`src/rtl/expansion_pkg.sv`:
```
// Shared definitions for the expansion shift-register link: link state encoding and default frame constants.
package expansion_pkg;

  localparam int DEFAULT_WIDTH      = 8;
  localparam int DEFAULT_SAFE_VALUE = 0;

  typedef enum logic [0:0] {
    LINK_IDLE = 1'b0,
    LINK_UP   = 1'b1
  } link_state_e;

endpackage

```
`src/rtl/expansion_sync_edge.sv`:
```
// Multi-flop synchroniser for one asynchronous line, with a rising-edge detect on the synchronised level.
module expansion_sync_edge
  import expansion_pkg::*;
#(
  parameter int STAGES = 2
) (
  input  logic clk,
  input  logic rst,
  input  logic d_i,
  output logic level_o,
  output logic rise_o
);

  logic [STAGES-1:0] sync_q;
  logic              prev_q;

  always_ff @(posedge clk) begin
    if (rst) begin
      sync_q <= '0;
      prev_q <= 1'b0;
    end else begin
      sync_q <= {sync_q[STAGES-2:0], d_i};
      prev_q <= sync_q[STAGES-1];
    end
  end

  assign level_o = sync_q[STAGES-1];
  assign rise_o  = sync_q[STAGES-1] & ~prev_q;

endmodule

```
`src/rtl/expansion_shiftreg_target.sv`:
```
// Far-end target of the expansion shift-register link, emulating a 74HC595+74HC165 chain.
// Define EXPANSION_TARGET_WATCHDOG_EN to drop the link and force SAFE_VALUE after TIMEOUT idle cycles.
module expansion_shiftreg_target
  import expansion_pkg::*;
#(
  parameter int WIDTH       = DEFAULT_WIDTH,
  parameter int SYNC_STAGES = 2,
`ifdef EXPANSION_TARGET_WATCHDOG_EN
  parameter int TIMEOUT     = 1350000,
`endif
  parameter logic [WIDTH-1:0] SAFE_VALUE = WIDTH'(DEFAULT_SAFE_VALUE)
) (
  input  logic             clk,
  input  logic             rst,
  input  logic             shift_clk,
  input  logic             shift_load,
  input  logic             shift_sdi,
  output logic             shift_sdo,
  input  logic [WIDTH-1:0] data_in,
  output logic [WIDTH-1:0] data_out,
  output logic             frame_valid,
  output logic             frame_err,
  output logic             link_ok
);

  localparam int CNT_W = $clog2(WIDTH + 2);
  localparam logic [CNT_W-1:0] CNT_FULL = CNT_W'(WIDTH);
  localparam logic [CNT_W-1:0] CNT_SAT  = CNT_W'(WIDTH + 1);

  logic clk_lvl_s, clk_rise_s;
  logic load_lvl_s, load_rise_s;
  logic sdi_lvl_s, sdi_rise_s;
  logic unused_s;
  logic frame_ok_s;

  logic [WIDTH-1:0] rx_sr_q, rx_sr_d;
  logic [WIDTH-1:0] tx_sr_q, tx_sr_d;
  logic [CNT_W-1:0] bit_cnt_q, bit_cnt_d;
  logic [WIDTH-1:0] data_out_q, data_out_d;
  logic             sdo_q, sdo_d;
  logic             fv_q, fv_d;
  logic             fe_q, fe_d;
  link_state_e      state_q, state_d;

  expansion_sync_edge #(.STAGES(SYNC_STAGES)) u_sync_clk (
    .clk(clk), .rst(rst), .d_i(shift_clk), .level_o(clk_lvl_s), .rise_o(clk_rise_s)
  );
  expansion_sync_edge #(.STAGES(SYNC_STAGES)) u_sync_load (
    .clk(clk), .rst(rst), .d_i(shift_load), .level_o(load_lvl_s), .rise_o(load_rise_s)
  );
  expansion_sync_edge #(.STAGES(SYNC_STAGES)) u_sync_sdi (
    .clk(clk), .rst(rst), .d_i(shift_sdi), .level_o(sdi_lvl_s), .rise_o(sdi_rise_s)
  );

  assign unused_s   = &{clk_lvl_s, load_lvl_s, sdi_rise_s};
  assign frame_ok_s = load_rise_s && (bit_cnt_q == CNT_FULL);

`ifdef EXPANSION_TARGET_WATCHDOG_EN
  localparam int WD_W = $clog2(TIMEOUT + 1);
  localparam logic [WD_W-1:0] WD_MAX = WD_W'(TIMEOUT);

  logic [WD_W-1:0] wd_cnt_q, wd_cnt_d;
  logic            wd_expired_s;

  always_comb begin
    wd_cnt_d = wd_cnt_q;
    if (frame_ok_s) begin
      wd_cnt_d = '0;
    end else if (wd_cnt_q != WD_MAX) begin
      wd_cnt_d = wd_cnt_q + WD_W'(1);
    end else begin
      wd_cnt_d = wd_cnt_q;
    end
  end

  always_ff @(posedge clk) begin
    if (rst) begin
      wd_cnt_q <= '0;
    end else begin
      wd_cnt_q <= wd_cnt_d;
    end
  end

  assign wd_expired_s = !frame_ok_s && (state_q == LINK_UP) && (wd_cnt_q == WD_MAX);
`endif

  // Load has priority: a shift edge landing in the same cycle as a load is dropped.
  always_comb begin
    rx_sr_d    = rx_sr_q;
    tx_sr_d    = tx_sr_q;
    bit_cnt_d  = bit_cnt_q;
    data_out_d = data_out_q;
    state_d    = state_q;
    fv_d       = 1'b0;
    fe_d       = 1'b0;
    if (load_rise_s) begin
      tx_sr_d   = data_in;
      bit_cnt_d = '0;
      if (frame_ok_s) begin
        data_out_d = rx_sr_q;
        fv_d       = 1'b1;
        state_d    = LINK_UP;
      end else begin
        fe_d = 1'b1;
      end
    end else if (clk_rise_s) begin
      rx_sr_d = {rx_sr_q[WIDTH-2:0], sdi_lvl_s};
      tx_sr_d = {tx_sr_q[WIDTH-2:0], 1'b0};
      if (bit_cnt_q != CNT_SAT) begin
        bit_cnt_d = bit_cnt_q + CNT_W'(1);
      end else begin
        bit_cnt_d = bit_cnt_q;
      end
    end else begin
      bit_cnt_d = bit_cnt_q;
    end
`ifdef EXPANSION_TARGET_WATCHDOG_EN
    if (wd_expired_s) begin
      data_out_d = SAFE_VALUE;
      state_d    = LINK_IDLE;
    end else begin
      state_d = state_d;
    end
`endif
    sdo_d = tx_sr_d[WIDTH-1];
  end

  always_ff @(posedge clk) begin
    if (rst) begin
      rx_sr_q    <= '0;
      tx_sr_q    <= '0;
      bit_cnt_q  <= '0;
      data_out_q <= SAFE_VALUE;
      sdo_q      <= 1'b0;
      fv_q       <= 1'b0;
      fe_q       <= 1'b0;
      state_q    <= LINK_IDLE;
    end else begin
      rx_sr_q    <= rx_sr_d;
      tx_sr_q    <= tx_sr_d;
      bit_cnt_q  <= bit_cnt_d;
      data_out_q <= data_out_d;
      sdo_q      <= sdo_d;
      fv_q       <= fv_d;
      fe_q       <= fe_d;
      state_q    <= state_d;
    end
  end

  assign data_out    = data_out_q;
  assign shift_sdo   = sdo_q;
  assign frame_valid = fv_q;
  assign frame_err   = fe_q;
  assign link_ok     = (state_q == LINK_UP);

endmodule

```
`config.mk`:
```
export PLATFORM = sky130hd
export DESIGN_NAME = expansion_shiftreg_target
export DESIGN_NICKNAME = d
export VERILOG_FILES = /design/src/rtl/expansion_pkg.sv /design/src/rtl/expansion_sync_edge.sv /design/src/rtl/expansion_shiftreg_target.sv
export SDC_FILE = /design/constraint.sdc
export NUM_CORES = 1
export LEC_CHECK = 0
export ABC_CLOCK_PERIOD_IN_PS = 1900
export BUFFER_PORTS_ARGS = -buffer_cell sky130_fd_sc_hd__buf_2
export CAP_MARGIN = 5
export CORE_MARGIN = 2
export CORE_UTILIZATION = 30
export CTS_CLUSTER_DIAMETER = 150
export DETAILED_ROUTE_END_ITERATION = 8
export GPL_TIMING_DRIVEN = 0
export PLACE_DENSITY = 0.44
export SYNTH_ARGS = -nofsm -noshare
export SYNTH_HDL_FRONTEND = slang
export SYNTH_SLANG_ARGS = --single-unit
```
`constraint.sdc`:
```
create_clock -name clk -period 1.9 [get_ports clk]
set_input_delay 0.285 -clock clk [delete_from_list [all_inputs] [get_ports clk]]
set_output_delay 0.285 -clock clk [all_outputs]
set_load 0.02 [all_outputs]
```
==> flow_metrics.py <==
metrics = {
    "setup_path": {
        "critical_path.cell_chain": "inv_1 -> ha_1 -> and3b_1 -> and2_1 -> buf_2 -> a31o_2",
        "cp.buffers_inverters": 2,
        "worst-endpoint-arrival_ns": 1.72,
        "cpMaxStageDelayCell": "dfxtp_1",
        "worstSetupPathType": "reg2reg",
        "crit_path_end_kind": "flop",
        "timing.reg2reg.worst_path_depth": 6,
        "worst-path-stages": 6,
        "critPathTopFamily": "flip-flops",
        "critPathLaunchType": "flop",
        "critPathMaxStageDelay_ns": 0.41,
        "crit_path_max_fanout": 9,
        "timing.critical_path.required_ns": 2.09,
    },
    "route": {
        "drtPass1Iterations": 4,
        "route.vias.total": 1301,
        "post-route-drc-count": 0,
        "wirelength_um": 3390,
        "detailedRoute.firstIterationViolations": 95,
        "vias_per_instance": 4.75,
        "drtAntennaViolNets": 0,
        "wire_per_inst_um": 12.4,
    },
    "power": {
        "cellLeakagePower_nw": 0.728,
        "power.ir.vdd_worst_v": 0.000337,
        "power.density_nw_per_um2": 826,
    },
    "sta": {
        "final.setup.tns_ns": 0,
        "rsz_0062_raised_after_global_routing": "false",
        "shortest_clock_period_the_worst_path_allows_after_layout_ns": 1.53,
        "tightest_slew_ns": 0.464,
        "final-hold-violation-count": 0,
        "post-route-period-util_pct": 80.5,
        "maxSlewViolCount": 0,
        "timing.max_slew.rel_slack_pct": 69.1,
        "skew_ns": 0.00970,
        "setup_viol": 0,
        "maxClockFrequency_mhz": 654,
        "setup_slack_ns": 0.371,
    },
    "yosys": {
        "synthMuxAreaShare_pct": 1.38,
        "yosys_warnings": 0,
        "synth-adder-area-share_pct": 2.43,
        "yosysMostFrequentCell": "dfxtp_1",
        "synthesis.nets": 188,
        "async_set_or_reset_flop_fraction_in_the_synthesized_netlist_pct": 0,
        "yosys.area.top_type_share_pct": 50.5,
        "synth_cells": 172,
        "netlist.top_cell.by_area": "dfxtp_1",
        "yosys_most_used_dff": "dfxtp_1",
        "postSynthAreaPerCell_sq_um": 8.98,
        "synthesis.area_sq_um": 1550,
        "yosys_register_bits": 39,
        "synth.distinct_cells": 28,
        "yosys.area_share.simple_pct": 18.9,
        "largest_family_of_logic_cells_by_synthesized_area": "compound AO/OA/AOI/OAI gates",
        "ys_seq_area_share_pct": 50.5,
        "synth_compound_gate_area_share_pct": 21.1,
        "yosys.area_share.xor_xnor_pct": 0,
        "synth.area.top_cells": "dfxtp_1 51%, a21oi_1 5.8%, o21ai_0 5.2%",
        "edff_count_synth": 0,
        "synth.top_cells.by_count": "39 x dfxtp_1, 18 x a21oi_1, 16 x o21ai_0, 15 x nand2_1, 13 x nand3_1",
    },
    "global_route": {
        "grt_util_all_layers_pct": 13.3,
        "antenna_found_initial": 0,
        "via_count_of_the_first_global_routing_pass": 1166,
        "globalRouteOverflowTotal": 0,
        "grt_start_max_net_pins": 14,
        "grt_pass1_wl_um": 5540,
    },
    "min_path": {
        "hold_path_class": "in2reg",
        "hold_path_depth": 2,
    },
    "placement": {
        "dp_hpwl_um": 2410,
        "place_worst_setup_slack_ns": 0.375,
        "place.gp.congestion": 0.761,
        "buffer_ports.inserted": 24,
    },
    "floorplanning": {
        "die_h_um": 75.8,
        "start_util_pct": 30.6,
        "num_rows": 26,
        "die_area_sq_um": 5740,
        "top_level_ports": 25,
        "die-width_um": 75.8,
        "core_area_sq_um": 5040,
    },
    "clock_tree": {
        "clock_tree_from_tritoncts": "yes",
        "post_cts_resize_count": 0,
        "clock-sinks": 39,
        "clock_latency_ns": 0.30,
        "cts-root-to-sink-buffers": 2,
        "count_of_hold_fix_buffers_inserted_at_cts": 0,
        "cts.htree.levels": 2,
        "cts_root_buffer": "clkbuf_8",
        "cts.reportedPaths.clkPinSlew_ns": 0.08,
        "cts_buffers": 5,
        "post-cts-setup-buffer-count": 0,
    },
    "outcome": {
        "outcome": "complete, no violations",
    },
    "flow_run": {
        "cap_violations": 0,
    },
    "final_layout": {
        "antenna_cells": 0,
        "net_count_reported_at_finish": 219,
        "area_growth_syn_to_layout_pct": 19.8,
        "drive_above_1_share_pct": 25.0,
    },
}
==> registers in the layout, indices dropped and copies added (netlist names) <==
name	count
data_out	8
rx_sr_q	8
tx_sr_q	8
bit_cnt_q	4
u_sync_clk.sync_q	2
u_sync_load.sync_q	2
u_sync_sdi.sync_q	2
frame_err	1
frame_valid	1
link_ok	1
u_sync_clk.prev_q	1
u_sync_load.prev_q	1
==> path summary, 6_finish.rpt <==
check,slack [ns],start,endpoint
hold reg to reg,0.44,u_sync_sdi.sync_q[0],u_sync_sdi.sync_q[1]
hold / removal,0.20,shift_clk,u_sync_clk.sync_q[0]
setup reg to reg,0.37,bit_cnt_q[0],data_out[7]
setup / recovery,0.37,bit_cnt_q[0],data_out[7]
==> logic make-up after synthesis <==
family,count (synthesis)
flops,39
fa+ha+maj,3
simple gates,55
buf+inv,19
mux,2
compound gates,54
==> where the power goes <==
| part | switching, mW | internal, mW | total (mW) |
|---|---|---|---|
| Clock | 0.297 | 0.296 | 0.593 |
| Sequential | 0.00813 | 0.835 | 0.843 |
| Combinational | 0.0566 | 0.0366 | 0.0932 |
==> worst register-to-register path, stage by stage, from the launching register on <==
cell and delay (ns):
dfxtp_1 0.41, inv_1 0.08, ha_1 0.19, and3b_1 0.18, and2_1 0.15, buf_2 0.17, a31o_2 0.25
==> through the flow <==
stage	cell area (sq um)	utilization (%)	hold WS (ns)	power (mW)	cells
finish	1850	36.7	0.199	1.53	274
global route	1850	36.7	0.189	1.60	274
CTS	1850	36.7	0.186	1.55	274
detailed placement	1750	34.8	0.431	0.956	266
global placement	1750	34.8	0.422	0.954	266
floorplan	1550	-	0.413	0.921	172
==> per-layer routing <==
| layer | vias to the layer above | global-route usage, % | wire [um] |
|---|---|---|---|
| met1 | 607 | 15.8 | 1560 |
| li1 | 661 | - | - |
| met5 | - | 0 | 0 |
| met2 | 24 | 21.4 | 1610 |
| met4 | 0 | 6.63 | 82 |
| met3 | 9 | 4.50 | 133 |
==> final cells by class <==
cell class / instances / area, sq um
clock inverter: 2 / 16.3
tap: 70 / 87.6
multi-input combinational: 114 / 676
sequential: 39 / 781
fill: 554 / 3190
buffer: 15 / 73.8
timing repair buffer: 24 / 120
inverter: 4 / 15.0
clock buffer: 6 / 82.6
==> placed cells by master, fill, tap and decap left out, drive strengths merged, types with 2 or more instances in the layout <==
cell / n
a211oi: 2
a21oi: 18
a31o: 8
a31oi: 8
and2b: 2
buf: 34
clkbuf: 11
clkinv: 2
dfxtp: 39
ha: 3
inv: 3
nand2: 15
nand2b: 10
nand3: 13
nor2b: 8
nor3: 3
o21ai: 16
Power figures use the tool's default switching activity.
